**config.mk**
```make
export PLATFORM = sky130hd
export DESIGN_NAME = if_id_queue
export DESIGN_NICKNAME = d
export VERILOG_FILES = /design/src/rtl/if_id_queue.sv
export SDC_FILE = /design/constraint.sdc
export NUM_CORES = 1
export LEC_CHECK = 0
export ABC_AREA = 1
export ABC_CLOCK_PERIOD_IN_PS = 12730
export BUFFER_PORTS_ARGS = -buffer_cell sky130_fd_sc_hd__buf_2
export CAP_MARGIN = 15
export CORE_ASPECT_RATIO = 1.4
export CORE_MARGIN = 2
export CORE_UTILIZATION = 52
export CTS_BUF_LIST = sky130_fd_sc_hd__clkbuf_8
export CTS_CLUSTER_SIZE = 14
export DETAILED_ROUTE_END_ITERATION = 10
export GPL_ROUTABILITY_DRIVEN = 0
export PLACE_DENSITY_LB_ADDON = 0.2
export SLEW_MARGIN = 20
export SYNTH_ARGS = -nofsm -noshare
export SYNTH_HDL_FRONTEND = slang
export SYNTH_SLANG_ARGS = --single-unit
export TNS_END_PERCENT = 5
```
**constraint.sdc**
```tcl
create_clock -name clk -period 12.73 [get_ports clk]
set_input_delay 2.546 -clock clk [delete_from_list [all_inputs] [get_ports clk]]
set_output_delay 2.546 -clock clk [all_outputs]
set_load 0.005 [all_outputs]
```
**src/rtl/if_id_queue.sv**
```systemverilog
`default_nettype none
// ============================================================================
// Module   : if_id_queue
// Purpose  : Fetch-to-decode instruction FIFO with branch flush and RV64I
//            field/immediate extraction for the head entry.
// Revision : 1.0
// ============================================================================
module if_id_queue #(
  parameter int DEPTH   = 2,
  parameter int PC_W    = 64,
  parameter int INSTR_W = 32
) (
  input  logic                     clk,
  input  logic                     rst_n,
  input  logic                     in_valid,
  input  logic [PC_W-1:0]          in_pc,
  input  logic [INSTR_W-1:0]       in_instr,
  output logic                     in_ready,
  input  logic                     flush,
  input  logic                     out_ready,
  output logic                     out_valid,
  output logic [PC_W-1:0]          out_pc,
  output logic [INSTR_W-1:0]       out_instr,
  output logic [6:0]               out_opcode,
  output logic [4:0]               out_rd,
  output logic [4:0]               out_rs1,
  output logic [4:0]               out_rs2,
  output logic [2:0]               out_funct3,
  output logic [6:0]               out_funct7,
  output logic [63:0]              out_imm,
  output logic                     out_illegal,
  output logic [$clog2(DEPTH):0]   count
);

  localparam int c_AW = (DEPTH > 1) ? $clog2(DEPTH) : 1;
  localparam int c_CW = $clog2(DEPTH) + 1;

  localparam logic [c_CW-1:0] c_FULL    = c_CW'(DEPTH);
  localparam logic [c_CW-1:0] c_CNT_ONE = c_CW'(1);
  localparam logic [c_AW-1:0] c_PTR_ONE = c_AW'(1);

  localparam logic [6:0] c_OP_LOAD   = 7'b0000011;
  localparam logic [6:0] c_OP_IMM    = 7'b0010011;
  localparam logic [6:0] c_OP_IMM32  = 7'b0011011;
  localparam logic [6:0] c_OP_JALR   = 7'b1100111;
  localparam logic [6:0] c_OP_STORE  = 7'b0100011;
  localparam logic [6:0] c_OP_BRANCH = 7'b1100011;
  localparam logic [6:0] c_OP_LUI    = 7'b0110111;
  localparam logic [6:0] c_OP_AUIPC  = 7'b0010111;
  localparam logic [6:0] c_OP_JAL    = 7'b1101111;
  localparam logic [6:0] c_OP_REG    = 7'b0110011;
  localparam logic [6:0] c_OP_REG32  = 7'b0111011;

  logic [PC_W-1:0]    r_pc_mem    [DEPTH];
  logic [INSTR_W-1:0] r_instr_mem [DEPTH];
  logic [c_AW-1:0]    r_wr_ptr;
  logic [c_AW-1:0]    r_rd_ptr;
  logic [c_CW-1:0]    r_count;

  logic               w_push;
  logic               w_pop;
  logic [PC_W-1:0]    w_head_pc;
  logic [INSTR_W-1:0] w_head_instr;
  logic [6:0]         w_opcode;
  logic [63:0]        w_imm;
  logic               w_known;

  // in_ready looks only at the registered count: no pass-through when full.
  assign in_ready  = rst_n && (r_count != c_FULL);
  assign out_valid = (r_count != '0);
  assign count     = r_count;

  assign w_push = in_valid && in_ready;
  assign w_pop  = out_valid && out_ready;

  always_ff @(posedge clk) begin
    if (!rst_n) begin
      r_wr_ptr <= '0;
      r_rd_ptr <= '0;
      r_count  <= '0;
    end else if (flush) begin
      r_wr_ptr <= '0;
      r_rd_ptr <= '0;
      r_count  <= '0;
    end else begin
      if (w_push) begin
        r_wr_ptr <= r_wr_ptr + c_PTR_ONE;
      end
      if (w_pop) begin
        r_rd_ptr <= r_rd_ptr + c_PTR_ONE;
      end
      case ({w_push, w_pop})
        2'b10:   r_count <= r_count + c_CNT_ONE;
        2'b01:   r_count <= r_count - c_CNT_ONE;
        default: r_count <= r_count;
      endcase
    end
  end

  // Storage needs no reset: it is only observed through the out_valid gate.
  always_ff @(posedge clk) begin
    if (w_push && !flush) begin
      r_pc_mem[r_wr_ptr]    <= in_pc;
      r_instr_mem[r_wr_ptr] <= in_instr;
    end
  end

  assign w_head_pc    = out_valid ? r_pc_mem[r_rd_ptr]    : '0;
  assign w_head_instr = out_valid ? r_instr_mem[r_rd_ptr] : '0;
  assign w_opcode     = w_head_instr[6:0];

  always_comb begin
    w_imm   = '0;
    w_known = 1'b0;
    case (w_opcode)
      c_OP_LOAD, c_OP_IMM, c_OP_IMM32, c_OP_JALR: begin
        w_known = 1'b1;
        w_imm   = {{52{w_head_instr[31]}}, w_head_instr[31:20]};
      end
      c_OP_STORE: begin
        w_known = 1'b1;
        w_imm   = {{52{w_head_instr[31]}}, w_head_instr[31:25], w_head_instr[11:7]};
      end
      c_OP_BRANCH: begin
        w_known = 1'b1;
        w_imm   = {{51{w_head_instr[31]}}, w_head_instr[31], w_head_instr[7],
                   w_head_instr[30:25], w_head_instr[11:8], 1'b0};
      end
      c_OP_LUI, c_OP_AUIPC: begin
        w_known = 1'b1;
        w_imm   = {{32{w_head_instr[31]}}, w_head_instr[31:12], 12'b0};
      end
      c_OP_JAL: begin
        w_known = 1'b1;
        w_imm   = {{43{w_head_instr[31]}}, w_head_instr[31], w_head_instr[19:12],
                   w_head_instr[20], w_head_instr[30:21], 1'b0};
      end
      c_OP_REG, c_OP_REG32: begin
        w_known = 1'b1;
      end
      default: begin
        w_known = 1'b0;
      end
    endcase
  end

  // Every listed opcode ends in 2'b11, so a full 7-bit match covers that check.
  assign out_pc      = w_head_pc;
  assign out_instr   = w_head_instr;
  assign out_opcode  = w_opcode;
  assign out_rd      = w_head_instr[11:7];
  assign out_rs1     = w_head_instr[19:15];
  assign out_rs2     = w_head_instr[24:20];
  assign out_funct3  = w_head_instr[14:12];
  assign out_funct7  = w_head_instr[31:25];
  assign out_imm     = w_imm;
  assign out_illegal = out_valid && !w_known;

endmodule
`default_nettype wire

```
## After elaboration in Yosys (flattened, before gate mapping)

Memories as Yosys holds them, arrays and structs flattened. A register that Yosys moved wholly into a read port is not among the register bits.
Index checks and enable logic that the tools add are counted.

- $add $sub $neg: 4
- Muxes and demuxes: 11
- Equal/unequal tests: 14
- Bitwise logic cells: 1
- Reductions and logical operators: 13

Operators with widths:

| kind | number |
|---|---|
| 64-bit one-hot mux with 5 select lines | 1 |
| 64-bit two-way mux | 1 |
| 32-bit two-way mux | 1 |
| 7-bit by 6-bit == test with 1-bit output, second input constant | 4 |
| 7-bit by 5-bit == test with 1-bit output, second input constant | 3 |
| 7-bit == test, second input constant | 3 |
| 11-bit OR reduction | 1 |
| 7-bit by 2-bit == test with 1-bit output, second input constant | 1 |
| 1-bit two-way mux | 7 |
| 1-bit logical AND | 5 |
| 2-bit one-hot mux with 2 select lines | 1 |
| 2-bit nonzero test | 2 |
| 2-bit OR reduction | 2 |
| 4-bit OR reduction | 1 |
| 1-bit adder, second input constant | 2 |
| 2-bit by 1-bit adder with 2-bit output, second input constant | 1 |
| 2-bit by 1-bit == test with 1-bit output, second input constant | 1 |
| 2-bit == test, second input constant | 1 |
| 1-bit zero test | 2 |
| 2-bit inequality test, second input constant | 1 |
| 2-bit by 1-bit subtractor with 2-bit output, second input constant | 1 |
| 1-bit inverter | 1 |

- Bits of input ports: 101
- Register bits after elaboration: 4
- Memories: 2
- Memory bits (writable): 192
- Output and inout port bits: 197

Memories:

| name | depth | width | rd ports | clocked after memory_dff | write ports | line | RTL |
|---|---|---|---|---|---|---|---|
| r_pc_mem | 2 | 64 | 1 | 1 | 1 | 54 | `logic [PC_W-1:0] r_pc_mem [DEPTH];` |
| r_instr_mem | 2 | 32 | 1 | 1 | 1 | 55 | `logic [INSTR_W-1:0] r_instr_mem [DEPTH];` |

## Logic depth before layout (Yosys ltp)

Gate-level depths: netlist of run 1.

- Depth after elaboration: 7
- Depth in mapped cells: 14

## Least setup slack after synthesis of run 1

Ideal clock, no wire load.

- Kind: input -> register
- Start: input rst_n
- End: memory r_instr_mem[0][0] (enable)
- Data required time: 12,062 ps
- Path slack: 2,658 ps
- Library setup time: 668 ps
- Data arrival time: 9,404 ps
- Stages on the path: 4
- Cells stage by stage: inv_1 a21oi_1 nand2_1 nor3_1

- Longest elaborated chain between the ends: 5

RTL lines:

| what | line | RTL |
|---|---|---|
| start, declared | 14 | `input logic rst_n,` |
| 1-bit logical AND | 69 | `assign in_ready = rst_n && (r_count != c_FULL);` |
| named net in_ready | 18 | `output logic in_ready,` |
| 1-bit logical AND | 73 | `assign w_push = in_valid && in_ready;` |
| 1-bit logical AND | 102 | `if (w_push && !flush) begin` |
| 1-bit two-way mux | 102 |  |
| 1-bit two-way mux (implied by the code) | 104 | `r_instr_mem[r_wr_ptr] <= in_instr;` |
| end, declared | 55 |  |

The timed path passes the listed nets, and every way through them passes these cells.

==> metrics.yaml, run 1 <==
layout:
  finalNetCount: 1138
  drive_gt1_share_pct: 36.3
  syn2layout_area_growth_pct: 17.4
  fin_cells: 1257
power_and_ir_drop:
  power_mw: 1.21
  power_density_nw_per_um2: 115
  ir_drop_mv: 0.0867
  p_leak_nw: 4.78
synth:
  synthTopCellsByCount: "nand2_1 (233), edfxtp_1 (192), a21oi_1 (88)"
  syn_inst: 815
  synth.most_common_cell: "nand2_1"
  synth_area_leaders: "edfxtp_1 (65%), nand2_1 (9.8%), buf_4 (5.6%), a21oi_1 (4.9%), nor2_1 (3.0%)"
  synth_cell_types: 25
  async_flop_share_pct: 0
  syn-cell-area_um2: 8930
  synth_area_per_cell_um2: 11.0
  ys_seq_elements: 197
  yosysSeqAreaShare_pct: 65.7
  post-synth-top-area-cell: "edfxtp_1"
  ys.flop_type: "edfxtp_1"
  synth_top_area_share_pct: 64.6
  ys_warn_count: 0
  syn_nets: 917
  synth_enable_flop_cells: 192
timing:
  rsz0062_at_grt: "no"
  holdWs_ns: 0.462
  fin_setup_tns_ns: 0
  fin_crit_ns: 6.45
  max_slew.worst_pin.slew_ns: 1.02
  slew_headroom_pct: 31.8
  setup_viol: 0
  skew_ns: 0.0151
  fmax_ghz: 0.155
  finalMaxSlewViolations: 0
  hold_viol: 0
  fin_crit_sh_pct: 50.6
outcome:
  status: "completed"
drt:
  route.detailed.drc: 0
  wl_per_cell_um: 16.8
  dr.pass1.iters: 5
  finalWirelength_mm: 21.1
  detail-route-antenna-nets: 0
  avgViaCountPerCell: 5.12
  vias: 6439
  drt-initial-drc-count: 456
setup_path:
  critPathArrivalTime_ns: 3.90
  start_kind: "flip-flop"
  cp.required_ns: 10.18
  path_class: "flip-flop to output port"
  crit_path_max_fanout: 71
  crit_path_end_kind: "output port"
  reg2reg_depth: 5
die:
  die_y_um: 159
  die_area_um2: 18200
  pin_count: 298
  initial_core_util_pct: 53.1
  fp.coreArea_um2: 16800
  die_x_um: 115
  rows: 56
placement:
  port-buffer-count: 297
  dp.cells: 1220
  dp_hpwl_mm: 14.4
hold_path:
  min_path_type: "flip-flop to flip-flop"
  holdPathStages: 1
clocking:
  cts_buffers: 17
  ctsLongestPathBuffers: 2
  cts_sinks: 197
  cts_max_level: 4
  postCtsHoldBufs: 0
  cts_setup_buffers: 0
  clock_latency_ns: 0.46
  cts_tree: "built"
  path_clk_slew_ns: 0.11
  ctsResizeCount: 0
  cts-root-buf: "clkbuf_8"
global_routing:
  grt_pass1_wl_mm: 31.3
  grt-ovfl-total: 0
  grt_usage_pct: 22.7
  grt_pass1_vias: 5914
  antenna_found_initial: 7
  grt_start_max_net_pins: 90
flow_run:
  cap_violations: 0
-- placed cells by master, fill, tap and decap left out, types with 2 or more instances in the layout --
| cell | count |
|---|---|
| a21oi_1 | 88 |
| a21oi_4 | 2 |
| buf_2 | 297 |
| buf_4 | 7 |
| clkbuf_8 | 17 |
| clkinv_4 | 2 |
| clkinv_8 | 5 |
| clkinvlp_4 | 2 |
| dfxtp_1 | 4 |
| diode_2 | 5 |
| edfxtp_1 | 192 |
| inv_1 | 25 |
| inv_12 | 2 |
| inv_2 | 3 |
| inv_6 | 2 |
| nand2_1 | 233 |
| nand2_2 | 18 |
| nand2_4 | 3 |
| nand3_1 | 40 |
| nand3_4 | 4 |
| nor2_1 | 70 |
| nor2_2 | 2 |
| nor2_4 | 6 |
| nor3_1 | 13 |
| nor3_2 | 2 |
| o21ai_0 | 2 |
-- through the flow --
step                util, %  setup WS (ns)  instance area, um2
finish                 62.3           6.28               10500
global route           62.3           5.77               10500
CTS                    62.2           6.22               10500
detailed placement     59.6           6.75               10000
global placement       59.6           6.82               10000
floorplan                 -           2.66                8930
-- worst max-delay path, cell delays in order, from the launching register on --
cell	delay [ns]
dfxtp_4	0.59
buf_4	0.67
nand2_1	0.15
nand2_1	0.15
nand3_4	0.14
nor2_4	0.40
nand2_2	0.14
nand3_4	0.13
nand2_4	0.17
nand2_1	0.63
buf_2	0.24
-- worst paths after layout --
kind / startpoint / end / slack, ns
worst min-delay path: r_rd_ptr / flip-flop / 0.46
worst max register to register: count[0] / r_instr_mem[1][12] / 10.36
worst max-delay path: flip-flop / out_imm[49] / 6.28
worst min register to register: r_rd_ptr / flip-flop / 0.46
-- layer usage --
layer  up-vias  GRT usage, %  part of all wire (%)  wire [um]
li1       3141             -                     -          -
met2       321          39.3                    51      10800
met5         -             0                  0.12         25
met3        44          6.66                   7.4       1570
met4         4          11.4                   4.4        920
met1      2929          25.2                    37       7780
-- registers in the layout, indices dropped and copies added, names as in the netlist, named ones only --
register and cells:
r_wr_ptr 1, r_instr_mem 64, count 2, r_pc_mem 128
r_rd_ptr 1
-- area by class of cell --
| cell class | instances | area [um2] |
|---|---|---|
| diodes | 5 | 12.5 |
| clock buffers | 17 | 234 |
| clock inverters | 15 | 205 |
| fillers | 1359 | 6330 |
| inverters | 29 | 111 |
| multi-input cells | 486 | 2240 |
| flip-flops and latches | 197 | 5870 |
| well taps | 203 | 254 |
| repair buffers | 305 | 1550 |
-- logic make-up (layout without fill, tap and decap cells) --
logic type	count (synthesis)	after routing	synth area share (%)
AND/OR/NAND/NOR	393	393	19.4
buffers and inverters	132	366	9.34
other	0	5	0
AO/OA/AOI/OAI	92	92	5.41
flip-flops	197	197	65.7
adder cells (fa/ha/maj)	1	1	0.140
-- power by group --
group	internal, mW	switching [mW]	total, mW
sequential	0.723	0.00323	0.726
combinational	0.0272	0.0448	0.0720
clock	0.171	0.239	0.409
(Power assumes the default switching activity.)
==> run 2, diff against run 1 <==
--- a/config.mk
+++ b/config.mk
@@ -6,12 +6,12 @@
 export NUM_CORES = 1
 export LEC_CHECK = 0
 export ABC_AREA = 1
-export ABC_CLOCK_PERIOD_IN_PS = 12730
+export ABC_CLOCK_PERIOD_IN_PS = 5700
 export BUFFER_PORTS_ARGS = -buffer_cell sky130_fd_sc_hd__buf_2
 export CAP_MARGIN = 15
 export CORE_ASPECT_RATIO = 1.4
 export CORE_MARGIN = 2
-export CORE_UTILIZATION = 52
+export CORE_UTILIZATION = 47
 export CTS_BUF_LIST = sky130_fd_sc_hd__clkbuf_8
 export CTS_CLUSTER_SIZE = 14
 export DETAILED_ROUTE_END_ITERATION = 10
==> constraint.sdc (replaced) <==
create_clock -name clk -period 5.7 [get_ports clk]
set_input_delay 1.14 -clock clk [delete_from_list [all_inputs] [get_ports clk]]
set_output_delay 1.14 -clock clk [all_outputs]
set_load 0.005 [all_outputs]
==> run 2 against run 1 <==
Effect of this change: critical path type unchanged; combinational power rose by 120%; sequential power rose by 120%; hold slack got worse by 0.011 ns; first-iteration DRC count fell by 22%; total power rose by 110%; critical endpoint is now out_imm[61]; utilization fell by 6.1 points; highest routed layer is now met4; cell count rose by 3.3%; critical path depth fell by 1; clock-buffer cell count did not move; final area fell by 0.16%; register-to-register slack got worse by 6.9 ns.
==> metrics.yaml, run 2 (synthesis gave the netlist of run 1 again) <==
outcome:
  status: "completed"
drt:
  finalWirelength_mm: 21.3
  drt-initial-drc-count: 355
  detail-route-antenna-nets: 0
  vias: 6387
  avgViaCountPerCell: 4.92
  dr.pass1.iters: 7
  route.detailed.drc: 0
  wl_per_cell_um: 16.4
global_routing:
  antenna_found_initial: 5
  grt_pass1_wl_mm: 32.0
  grt_usage_pct: 21.1
  grt-ovfl-total: 0
  grt_start_max_net_pins: 62
  grt_pass1_vias: 6050
layout:
  finalNetCount: 1139
  final_cell_mix: "buf_2 (297), nand2_1 (233), edfxtp_1 (192)"
  fin_cells: 1299
  largest_register: "r_pc_mem"
  fin_util_pct: 56.3
  drive_gt1_share_pct: 36.2
  largest_reg_flops: 128
  layout_commonest_cell: "buf_2"
  syn2layout_area_growth_pct: 17.2
timing:
  setup_viol: 0
  skew_ns: 0.0130
  fin_ws_ns: 1.20
  rsz0062_at_grt: "no"
  fmax_ghz: 0.222
  hold_viol: 0
  max_slew.worst_pin.slew_ns: 0.829
  fin_setup_tns_ns: 0
  finalMaxSlewViolations: 0
  fin_crit_sh_pct: 79.0
  slew_headroom_pct: 44.7
  fin_crit_ns: 4.50
  holdWs_ns: 0.451
clocking:
  postCtsHoldBufs: 0
  ctsLongestPathBuffers: 2
  cts_max_level: 4
  ctsResizeCount: 0
  clock_latency_ns: 0.45
  cts_buffers: 17
  cts_tree: "built"
  cts_sinks: 197
  cts-root-buf: "clkbuf_8"
  cts_setup_buffers: 0
  path_clk_slew_ns: 0.10
die:
  rows: 59
  pin_count: 298
  die_area_um2: 20100
  initial_core_util_pct: 48.0
  fp.coreArea_um2: 18600
  die_y_um: 167
  die_x_um: 120
power_and_ir_drop:
  p_leak_nw: 4.77
  ir_drop_mv: 0.208
  power_density_nw_per_um2: 246
placement:
  dp.cells: 1262
  port-buffer-count: 297
  dp_hpwl_mm: 15.1
  place_ws_ns: 1.64
setup_path:
  path_class: "flip-flop to output port"
  cp.required_ns: 4.56
  crit_path_max_fanout: 40
  critPathArrivalTime_ns: 3.36
  start_kind: "flip-flop"
  crit_path_end_kind: "output port"
flow_run:
  cap_violations: 0
hold_path:
  min_path_type: "flip-flop to flip-flop"
==> run 2: cell count changes in the layout (fill, tap and decap cells not counted), sizes merged <==
cell,change
inv,+4
clkinv,-2
clkinvlp,-1
bufinv,-1
buf,+1
==> run 2: cell type report <==
type / instances / area, um2
Fill cell: 1705 / 8140
Sequential cell: 197 / 5870
Multi-Input combinational cell: 486 / 2260
Timing Repair Buffer: 306 / 1550
Tap cell: 244 / 305
Clock buffer: 17 / 234
Clock inverter: 15 / 121
Inverter: 29 / 111
Antenna cell: 5 / 12.5
==> run 2: worst paths after layout <==
kind | from | endpoint | slack [ns] | depth (start not counted)
setup / recovery | flip-flop | out_imm[61] | 1.20 | 9
hold / removal | r_rd_ptr | flip-flop | 0.45 | 1
setup reg to reg | count[0] | r_pc_mem[0][29] | 3.49 | 5
hold reg to reg | r_rd_ptr | flip-flop | 0.45 | 1
==> run 2: where the power goes <==
part / switching (mW) / internal (mW)
Combinational: 0.0978 / 0.0608
Clock: 0.484 / 0.314
Sequential: 0.00744 / 1.62
Total: 0.590 / 1.99
==> run 2: metrics by stage <==
step / total power, mW / instance area [um2]
floorplan: 1.74 / 8940
global placement: 1.81 / 10100
detailed placement: 1.82 / 10100
global route: 2.68 / 10500
CTS: 2.61 / 10500
finish: 2.58 / 10500
==> run 2: metal layers <==
metal,part of all wire [%],track usage (%)
met3,8.5,7.12
met2,52,37.8
met5,0,0
met1,35,21.5
met4,4.2,10.6
==> run 2: worst max-delay path: stages (launching register included) <==
cell and delay (ns):
dfxtp_4 0.49, inv_4 0.19, buf_4 0.39, nand2_1 0.16, a21oi_4 0.36, nand3_1 0.29, nand2_1 0.15, nor2_1 0.05
nand2_1 0.56, buf_2 0.24
==> run 3, diff against run 2 <==
--- a/config.mk
+++ b/config.mk
@@ -6,7 +6,7 @@
 export NUM_CORES = 1
 export LEC_CHECK = 0
 export ABC_AREA = 1
-export ABC_CLOCK_PERIOD_IN_PS = 5700
+export ABC_CLOCK_PERIOD_IN_PS = 3800
 export BUFFER_PORTS_ARGS = -buffer_cell sky130_fd_sc_hd__buf_2
 export CAP_MARGIN = 15
 export CORE_ASPECT_RATIO = 1.4
==> constraint.sdc (replaced) <==
create_clock -name clk -period 3.8 [get_ports clk]
set_input_delay 0.76 -clock clk [delete_from_list [all_inputs] [get_ports clk]]
set_output_delay 0.76 -clock clk [all_outputs]
set_load 0.005 [all_outputs]
==> run 3 against run 2 <==
Effect of this change: cell count rose by 0.62%; clock-buffer cell count did not move; worst setup slack lost 0.89 ns; sequential share of layout area is 1.3 points lower; non-clock buffer count up 9; total power increased by 60%.
==> metrics.yaml, run 3 (synthesis gave the netlist of run 1 again) <==
outcome:
  status: "completed"
drt:
  wl_per_cell_um: 16.4
  vias: 6464
  drt-initial-drc-count: 452
  route.detailed.drc: 0
  finalWirelength_mm: 21.5
  avgViaCountPerCell: 4.95
  detail-route-antenna-nets: 0
  dr.pass1.iters: 5
setup_path:
  path_class: "flip-flop to output port"
  crit_path_max_fanout: 37
  critPathArrivalTime_ns: 2.73
  r2r_start: "count[0]"
  ff2ff_setup_slack_ns: 1.68
  start_kind: "flip-flop"
  reg2reg_depth: 5
  crit_path_end_kind: "output port"
  r2r-end: "r_instr_mem[0][14]"
  cp.required_ns: 3.04
clocking:
  cts_buffers: 17
  cts_max_level: 4
  cts_sinks: 197
  cts_tree: "built"
  ctsLongestPathBuffers: 2
  path_clk_slew_ns: 0.11
  clock_latency_ns: 0.45
  cts-root-buf: "clkbuf_8"
global_routing:
  use_met2_pct: 37.6
  antenna_found_initial: 4
  grt-ovfl-total: 0
  use_met1_pct: 21.9
  grt_pass1_wl_mm: 31.9
  grtUsageMet3_pct: 6.30
  grt_pass1_vias: 6058
  top_usage_layer: "met2"
  grt_start_max_net_pins: 97
  grt_usage_pct: 20.8
hold_path:
  hold_end: "r_rd_ptr"
  hp-start: "r_rd_ptr"
  holdPathStages: 1
  min_path_type: "flip-flop to flip-flop"
placement:
  port-buffer-count: 297
  dp_hpwl_mm: 15.1
timing:
  hold_viol: 0
  fin_crit_sh_pct: 91.9
  finalMaxSlewViolations: 0
  max_slew.worst_pin.slew_ns: 0.759
  holdWs_ns: 0.461
  setup_viol: 0
  fin_setup_tns_ns: 0
  rsz0062_at_grt: "no"
  fin_crit_ns: 3.49
  slew_headroom_pct: 49.0
  fmax_ghz: 0.286
  skew_ns: 0.0185
die:
  initial_core_util_pct: 48.0
  rows: 59
  fp.coreArea_um2: 18600
  die_area_um2: 20100
  die_y_um: 167
  die_x_um: 120
  pin_count: 298
layout:
  final_cell_mix: "buf_2 (297), nand2_1 (232), edfxtp_1 (192)"
  syn2layout_area_growth_pct: 19.9
  fin_util_pct: 57.6
  largest_register: "r_pc_mem"
  layout_commonest_cell: "buf_2"
  largest_reg_flops: 128
  fillers: 1656
  drive_gt1_share_pct: 37.1
  finalNetCount: 1148
power_and_ir_drop:
  power_frac_comb_pct: 6.1
  power_density_nw_per_um2: 386
  ir_drop_mv: 0.274
  power_switching_mw: 0.930
  p_int_mw: 3.21
  pwr-share-clk_pct: 35.1
  seq_power_share_pct: 58.8
  swShare_pct: 22.5
  p_leak_nw: 4.88
flow_run:
  cap_violations: 0
run 3: worst max-delay path, stage by stage, from the launching register on:
cell	delay [ns]
dfxtp_4	0.42
buf_8	0.25
nor2_1	0.08
nor2_1	0.18
nand3_4	0.15
nor2_8	0.25
nand2_2	0.12
nand3_4	0.11
nand2_4	0.18
nand2_1	0.12
buf_4	0.26
buf_2	0.16
run 3: worst max path at each step:
stage	to
after floorplan	r_instr_mem[0][0]
after global placement	out_imm[39]
after detailed placement	out_imm[39]
after CTS	out_imm[39]
after global routing	out_imm[39]
final	out_imm[50]
run 3: power groups by stage:
| stage | sequential, mW | clock [mW] | combinational, mW |
|---|---|---|---|
| detailed placement | 2.48 | 0 | 0.254 |
| global placement | 2.48 | 0 | 0.249 |
| floorplan | 2.48 | 0 | 0.125 |
| CTS | 2.43 | 1.49 | 0.255 |
| global route | 2.44 | 1.56 | 0.280 |
| finish | 2.43 | 1.45 | 0.253 |
run 3: stage by stage:
stage	setup slack (ns)	area, um2	power [mW]	instances
finish	0.306	10700	4.14	1307
global placement	0.681	10200	2.73	1267
floorplan	0.000819	8960	2.61	815
detailed placement	0.619	10200	2.74	1267
global route	0.0246	10700	4.27	1305
CTS	0.0946	10700	4.18	1299
run 3: layer usage:
metal  vias to the layer above  wire length [um]
met5                         -                 0
met4                         0               656
met3                        38              1600
met2                       272             11400
met1                      3005              7840
li1                       3149                 -
run 3: timing repair:
action                                  in CTS  in global routing
gates resized for setup                      0                  4
hold buffers                                 0                  0
endpoints found under the setup margin       0                 33
buffers inserted                             0                  4
run 3: area by class of cell:
class | instances | area, um2 | area share [%]
repair buffers | 315 | 1690 | 15.8
diodes | 4 | 10.0 | 0.0935
inverters | 29 | 114 | 1.06
clock buffers | 17 | 234 | 2.19
multi-input cells | 486 | 2270 | 21.2
clock inverters | 15 | 216 | 2.02
well taps | 244 | 305 | 2.85
flip-flops and latches | 197 | 5870 | 54.8
